### src/rtl/hazard_ctrl.sv
// rtl/hazard_ctrl.sv - pipeline hazard controller: load-use stall, branch flush, data-memory wait with timeout
module hazard_ctrl #(
  parameter int WAIT_MAX = 8,
  parameter int CNT_W    = 16
) (
  input  logic             clock,
  input  logic             reset,
  input  logic [4:0]       id_rs,
  input  logic [4:0]       id_rt,
  input  logic             id_use_rs,
  input  logic             id_use_rt,
  input  logic             ex_mem_read,
  input  logic [4:0]       ex_num_write,
  input  logic             br_taken,
  input  logic             mem_req,
  input  logic             mem_ready,
  output logic             pc_en,
  output logic             if_id_en,
  output logic             id_exe_en,
  output logic             exe_mem_en,
  output logic             mem_wb_en,
  output logic             if_id_flush,
  output logic             id_exe_flush,
  output logic             mem_err,
  output logic [CNT_W-1:0] stall_cycles,
  output logic [CNT_W-1:0] flush_count
);

  localparam int          WW     = $clog2(WAIT_MAX + 1);
  localparam logic [31:0] TO_LIM = WAIT_MAX - 1;
  localparam logic        RUN    = 1'b0;
  localparam logic        MWAIT  = 1'b1;

  logic          state;
  logic [WW-1:0] wait_cnt;
  logic          release_q;
  logic          load_use;
  logic          freeze;
  logic          timeout;
  logic [31:0]   wait_next;

  assign load_use = ex_mem_read && (ex_num_write != 5'd0) &&
                    ((id_use_rs && (id_rs == ex_num_write)) ||
                     (id_use_rt && (id_rt == ex_num_write)));

  // release_q masks the freeze for the single cycle after a timeout so the faulting access retires
  assign freeze    = mem_req && !mem_ready && !release_q;
  assign wait_next = {{(32-WW){1'b0}}, wait_cnt} + 32'd1;
  assign timeout   = (state == MWAIT) && freeze && (wait_next >= TO_LIM);

  always_comb begin
    pc_en        = 1'b1;
    if_id_en     = 1'b1;
    id_exe_en    = 1'b1;
    exe_mem_en   = 1'b1;
    mem_wb_en    = 1'b1;
    if_id_flush  = 1'b0;
    id_exe_flush = 1'b0;
    if (reset) begin
      if (freeze) begin
        pc_en      = 1'b0;
        if_id_en   = 1'b0;
        id_exe_en  = 1'b0;
        exe_mem_en = 1'b0;
        mem_wb_en  = 1'b0;
      end else if (load_use) begin
        pc_en        = 1'b0;
        if_id_en     = 1'b0;
        id_exe_flush = 1'b1;
      end else if (br_taken) begin
        if_id_flush = 1'b1;
      end
    end
  end

  always_ff @(posedge clock) begin
    if (!reset) begin
      state        <= RUN;
      wait_cnt     <= '0;
      release_q    <= 1'b0;
      mem_err      <= 1'b0;
      stall_cycles <= '0;
      flush_count  <= '0;
    end else begin
      release_q <= timeout;
      case (state)
        RUN: begin
          if (freeze) begin
            state    <= MWAIT;
            wait_cnt <= '0;
          end
        end
        default: begin
          if (timeout) begin
            state   <= RUN;
            mem_err <= 1'b1;
          end else if (mem_ready || !mem_req) begin
            state <= RUN;
          end else begin
            wait_cnt <= wait_cnt + WW'(1);
          end
        end
      endcase
      if ((freeze || load_use) && (stall_cycles != {CNT_W{1'b1}}))
        stall_cycles <= stall_cycles + CNT_W'(1);
      if (if_id_flush && (flush_count != {CNT_W{1'b1}}))
        flush_count <= flush_count + CNT_W'(1);
    end
  end

endmodule

### config.mk
export PLATFORM = sky130hd
export DESIGN_NAME = hazard_ctrl
export DESIGN_NICKNAME = d
export VERILOG_FILES = /design/src/rtl/hazard_ctrl.sv
export SDC_FILE = /design/constraint.sdc
export NUM_CORES = 1
export LEC_CHECK = 0
export ABC_AREA = 1
export BUFFER_PORTS_ARGS = -buffer_cell sky130_fd_sc_hd__buf_2
export CAP_MARGIN = 20
export CORE_UTILIZATION = 30
export CTS_CLUSTER_DIAMETER = 120
export CTS_CLUSTER_SIZE = 20
export DETAILED_ROUTE_END_ITERATION = 10
export PLACE_DENSITY = 0.56
export SETUP_SLACK_MARGIN = 0.4
export SLEW_MARGIN = 5
export SYNTH_ARGS = -nofsm -noshare
export SYNTH_HDL_FRONTEND = slang
export SYNTH_SLANG_ARGS = --single-unit
### constraint.sdc
create_clock -name clock -period 2.05 [get_ports clock]
set_clock_uncertainty 0.15 [all_clocks]
set_input_delay 0 -clock clock [delete_from_list [all_inputs] [get_ports clock]]
set_output_delay 0 -clock clock [all_outputs]
set_load 0.005 [all_outputs]
==> results of run 1 <==
worst register-to-register path: stages (launching register included):
cell     delay (ns)
dfxtp_4        0.37
nand4_1        0.15
nor3_2         0.29
nand3_4        0.21
buf_6          0.19
nand4_1        0.09
a21oi_2        0.07
Yosys cell counts (all sizes together):
cell type	instances
nand3b	1
buf	12
clkbuf	2
xor2	17
inv	42
o21ai	6
a21oi	32
nor3b	1
nand3	43
nand4	20
nand2	113
dfxtp	39
o21bai	1
nor3	9
xnor2	8
nor2	41
ha	4
a21boi	1
flip-flops by register name, indices dropped and copies added (netlist names):
signal	flops
wait_cnt	4
release_q	1
state	1
mem_err	1
flush_count	16
stall_cycles	16
layout make-up:
type / instances / area, um^2
clock inverters: 2 / 35.0
inverters: 42 / 158
well taps: 105 / 131
multi-input cells: 301 / 1830
repair buffers: 110 / 703
fillers: 850 / 4550
clock buffers: 6 / 82.6
flip-flops and latches: 39 / 808
cell families (layout without fill, tap and decap cells):
| logic type | after synthesis | in the layout | share of synthesized area |
|---|---|---|---|
| buffers and inverters | 56 | 160 | 0.0950 |
| XOR/XNOR | 25 | 25 | 0.0844 |
| adder cells (fa/ha/maj) | 4 | 4 | 0.0193 |
| flip-flops | 39 | 39 | 0.301 |
| AO/OA/AOI/OAI | 40 | 40 | 0.0791 |
| AND/OR/NAND/NOR | 228 | 232 | 0.421 |
cell usage in the layout (no fill, tap or decap), drive strengths merged, types with 4 or more instances in the layout:
cell type and n:
buf 109, xor2 17, dfxtp 39, nand2 114, a21oi 32, xnor2 8, nor2 41, inv 42
o21ai 6, nor3 9, ha 4, nand4 20, nand3 46, clkbuf 6
layer usage:
metal	up-vias	track usage
li1	1500	-
met1	1312	0.213
met2	72	0.271
met3	16	0.0314
met4	0	0.0379
met5	-	0
power groups by stage:
stage	Combinational (mW)	Clock [mW]	Sequential, mW
3_3_place_gp	0.157	0	0.791
6_report	0.203	0.684	0.768
4_1_cts	0.180	0.706	0.771
2_1_floorplan	0.104	0	0.792
5_1_grt	0.227	0.736	0.769
3_5_place_dp	0.159	0	0.791
stage by stage:
step,hold WS (ns),instance area (um^2),utilization,power (mW),setup slack [ns]
2_1_floorplan,0.0931,2630,-,0.896,0.398
5_1_grt,0.119,3750,0.451,1.73,0.298
6_report,0.105,3750,0.451,1.66,0.398
4_1_cts,0.0840,3460,0.416,1.66,0.400
3_5_place_dp,0.190,3150,0.379,0.950,0.196
3_3_place_gp,0.192,3150,0.379,0.948,0.219
final timing paths:
check,from,to,slack [ns],cells after the start
max,flush_count[14],flush_count[13],0.40,6
min,mem_req,wait_cnt[1],0.10,5
max reg2reg,flush_count[14],flush_count[13],0.40,6
min reg2reg,mem_err,mem_err,0.31,2
repair_timing:
item,4_1_cts,5_1_grt
endpoints found under the hold margin,6,0
pin swaps,5,23
cloned,1,3
hold buffers,1,0
setup endpoints to repair,39,42
buffers inserted,12,13
gates resized for setup,20,45
==> key figures, run 1 <==
Critical path
  – Crit path max-delay family: simple AND/OR/NAND/NOR gates
  – Critical Path RT: 2.07 ns
  – Worst-path fanout max: 8
  – Top cell by count, worst path: nand4_1
  – Worst setup EP type: flop
  – Slowest cell delay on critical path: 0.37 ns
  – Crit path launch type: flop
  – Worst EP arrival: 1.67 ns
  – CP Class: reg2reg
  – Crit-path slowest cell: dfxtp_4
  – Crit path cell chain: nand4_1, nor3_2, nand3_4, buf_6, nand4_1, a21oi_2
  – Bufs and invs on worst path: 1

Global route
  – Grt total ovfl: 0
  – Vias in the first global route: 2491
  – Total GRT Usage: 0.162
  – Largest net degree at the start of global routing: 36
  – First-pass GRT wire length: 11600 um
  – Initial antenna violation count: 0

Synth
  – Number of synthesized register bits: 39
  – Cell taking the most area after synthesis: dfxtp_1
  – Synth top area cells: dfxtp_1 30%, nand2_1 16%, nand3_1 7.7%
  – Synthesized Nets: 419
  – Syn_area_per_cell: 6.62 um^2
  – Post-synth top area share: 0.301
  – Synth cell types: 30
  – Synth warnings: 0
  – Cell count after synthesis: 392
  – Synthesized area: 0.00259 mm^2
  – Register area share after synthesis: 0.301

STA
  – RSZ-0062 raised after global routing: yes
  – Final TNS setup: 0 ns
  – Worst Tran Pin Value: 0.490 ns
  – Slew Viols, Final: 0
  – Fin. Hold Viols: 0
  – Final Cycle Share: 0.806
  – Relative slew slack: 0.672
  – Fmax achieved: 605 MHz
  – Setup-failing EPs final: 0
  – Min Tclk post-route: 1.65 ns

Pwr
  – Pwr Density: 442 mW/mm^2
  – LEAKAGE: 1.65 nW
  – Clock power frac: 0.413
  – Internal power: 1.24 mW
  – Switching Share: 0.253
  – Net switching power: 0.419 mW
  – Logic gate share of total power: 0.123
  – Flop pwr share: 0.464
  – Max VDD drop: 0.258 mV

Floorplan
  – IO Pins: 63
  – Die ar.: 0.00903 mm^2
  – Die width: 95.0 um
  – Core ar.: 0.00830 mm^2
  – Die Ht: 95.0 um
  – Row count: 33
  – Initial Util: 0.313

Detailed routing
  – Iter 0 DRT Violations: 243
  – Drt drc: 0
  – First-pass iteration count of the detailed router: 5
  – Met1 WL: 3450 um
  – Vias per cell: 4.79
  – Via count: 2900
  – Routed wire length: 7520 um
  – DRT antenna net count: 0
  – DR top layer: met4
  – Routed length on met3: 427 um
  – Wirelength per Cell: 12.4 um
  – Met2 Wirelength: 3530 um

Cells and area
  – Post-route insts no fill: 605
  – Nets: 526
  – # diodes: 0
  – Share of cells above drive strength 1: 0.382
  – Synth-to-Final Area Change: 44.4%

Place
  – RePlAce Congestion: 0.815
  – Placed cell count: 567
  – PortBufs: 62
  – Hpwl dp: 4920 um

CTS
  – Clock Latency Late Sink: 0.29 ns
  – Cts bufs inserted: 5
  – Clock Tree Buf Depth: 2
  – Clk root buf: clkbuf_8
  – CTS H-tree depth: 2
  – Clock sinks: 39
  – Clock transition at path regs: 0.08 ns
  – TritonCTS clock tree: done

Min path
  – HP Class: in2reg

Run
  – Max-cap violations: 0

Outcome
  – Outcome: finished, final reports clean
Note: power is estimated with default switching activity, not from simulation.
==> run 2: changes to the inputs <==
==> constraint.sdc (replaced) <==
create_clock -name clock -period 1.6 [get_ports clock]
set_clock_uncertainty 0.15 [all_clocks]
set_input_delay 0 -clock clock [delete_from_list [all_inputs] [get_ports clock]]
set_output_delay 0 -clock clock [all_outputs]
set_load 0.005 [all_outputs]
==> run 2 against run 1 <==
  * Via count rose by 2.0%
  * Clock power rose by 28%
  * The run now ends with negative hold slack, negative setup slack left
  * Largest cell class unchanged
  * Critical path type unchanged
  * Wire length rose by 1.2%
  * Critical endpoint is now wait_cnt[2]
  * Power rose by 30%
==> key figures, run 2 (same netlist as run 1, synthesis figures left out) <==
Cells and area
  – Post-route cell area: 0.00390 mm^2
  – Top flop regs: flush_count (16), stall_cycles (16), wait_cnt (4)
  – Commonest non-fill, non-tap cell in the layout: nand2_1
  – Final Util: 0.470
  – # diodes: 0
  – Synth-to-Final Area Change: 50.4%
  – Nets: 535
  – Share of cells above drive strength 1: 0.403
  – Commonest non-fill, non-tap cells in the layout: 100 x nand2_1, 56 x buf_2, 47 x buf_4
  – Number of fill cells in the layout: 850
  – Register area: 810 um^2
  – Area of the multi-input gates: 0.00183 mm^2

Critical path
  – R2r worst-path depth: 9
  – Top cell by count, worst path: nand2_1
  – Flop-to-flop setup slack: -0.03 ns
  – Slowest cell delay on critical path: 0.39 ns
  – Crit path launch type: flop
  – Worst EP arrival: 1.70 ns
  – RR Startpoint: wait_cnt[0]
  – Worst setup EP type: flop
  – Crit path max-delay family: compound AO/OA/AOI/OAI gates
  – Worst-path fanout max: 7
  – Crit path cell chain: inv_4, ha_4, o21bai_1, nand2_1, nand3_2, nand3_4, o21ai_4, nand2_1, a21oi_1
  – Critical Path RT: 1.67 ns
  – CP Class: reg2reg
  – Bufs and invs on worst path: 1
  – Crit-path slowest cell: dfxtp_4
  – Crit Reg-Reg Endpoint: wait_cnt[2]

CTS
  – CTS H-tree depth: 2
  – Clock Latency Late Sink: 0.29 ns
  – Clk root buf: clkbuf_8
  – Clock Tree Buf Depth: 2
  – Clock transition at path regs: 0.08 ns
  – Cts bufs inserted: 5
  – TritonCTS clock tree: done
  – Clock sinks: 39

STA
  – Final Cycle Share: 1.02
  – Relative slew slack: 0.714
  – RSZ-0062 raised after global routing: yes
  – Final TNS setup: -0.0307 ns
  – Fin. Hold Viols: 6
  – Fmax achieved: 613 MHz
  – Min Tclk post-route: 1.63 ns
  – Min Hold Slack: -0.103 ns
  – Slew Viols, Final: 0
  – Worst Tran Pin Value: 0.429 ns
  – Setup-failing EPs final: 1
  – Setup ws final: -0.0307 ns

Floorplan
  – Die width: 95.0 um
  – Core ar.: 0.00830 mm^2
  – Initial Util: 0.313
  – Die ar.: 0.00903 mm^2
  – Row count: 33
  – IO Pins: 63
  – Die Ht: 95.0 um

Global route
  – Vias in the first global route: 2699
  – Largest net degree at the start of global routing: 36
  – Initial antenna violation count: 0
  – Total GRT Usage: 0.170
  – Grt total ovfl: 0
  – First-pass GRT wire length: 12100 um

Detailed routing
  – Vias per cell: 4.82
  – Via count: 2959
  – DRT antenna net count: 0
  – Wirelength per Cell: 12.4 um
  – First-pass iteration count of the detailed router: 6
  – Drt drc: 0
  – Routed wire length: 7620 um
  – Iter 0 DRT Violations: 113

Min path
  – Min-delay src: reset
  – Hold Crit Endpoint: stall_cycles[0]
  – Worst Hold Depth: 3
  – HP Class: in2reg

Pwr
  – Max VDD drop: 0.298 mV
  – Pwr Density: 552 mW/mm^2
  – Clock power frac: 0.407
  – Net switching power: 0.545 mW
  – Logic gate share of total power: 0.136
  – LEAKAGE: 1.73 nW
  – Internal power: 1.61 mW
  – Switching Share: 0.253
  – Flop pwr share: 0.457

Place
  – RePlAce Congestion: 0.887
  – Placement Cell Area: 0.00336 mm^2
  – PortBufs: 62
  – Hpwl dp: 5240 um
  – Post-Place Setup Slack: -0.0247 ns

Outcome
  – Failing checks: negative hold slack, negative setup slack
  – Outcome: finished with violations

Run
  – Max-cap violations: 0
==> run 2: cell count changes in the layout (fill, tap and decap cells not counted), sizes merged <==
cell         previous run  this run
buf                   109       121
dlygate4sd3             1         0
nand3                  46        44
==> run 2: worst max path at each step <==
stage                   startpoint               to  slack, ns  cells past startpoint
detailed placement     wait_cnt[1]      wait_cnt[1]      -0.02                      8
finish                 wait_cnt[0]      wait_cnt[2]      -0.03                      9
global placement    flush_count[2]  flush_count[13]       0.03                      6
CTS                 flush_count[1]   flush_count[6]       0.04                      7
global route           wait_cnt[0]      wait_cnt[2]       -0.1                      9
floorplan           flush_count[0]   flush_count[2]      0.005                      8
==> run 2: cell type report <==
class,instances,share of cell area
Multi-Input combinational cell,299,0.470
Clock inverter,2,0.00897
Sequential cell,39,0.207
Tap cell,105,0.0337
Timing Repair Buffer,121,0.217
Inverter,42,0.0417
Clock buffer,6,0.0212
==> run 2: power groups by stage <==
stage | sequential [mW] | combinational (mW) | clock [mW]
after floorplan | 1.01 | 0.138 | 0
after global placement | 1.01 | 0.212 | 0
after detailed placement | 1.01 | 0.215 | 0
after CTS | 0.985 | 0.258 | 0.906
after global routing | 0.986 | 0.322 | 0.945
final | 0.984 | 0.293 | 0.877
==> run 2: layer usage <==
layer  global-route usage  wire length [um]
met1                0.218              3540
met2                0.291              3690
met4               0.0480                68
met3               0.0274               327
met5                    0                 0
==> run 2: what timing repair did <==
action / 4_1_cts / 5_1_grt
hold endpoints to repair: 6 / 6
setup endpoints to repair: 46 / 48
buffers inserted: 12 / 3
gates cloned: 1 / 1
resized for setup: 28 / 41
pin swaps: 13 / 12
==> run 2: tightest hold or removal path, delay by kind of cell <==
family,cells,cell delay (ns)
simple gates,2,0.12
buf+inv,1,0.19
==> run 2: through the flow <==
step	power, mW	std cells
2_1_floorplan	1.15	392
3_3_place_gp	1.22	589
3_5_place_dp	1.23	589
4_1_cts	2.15	610
5_1_grt	2.25	614
6_report	2.15	614
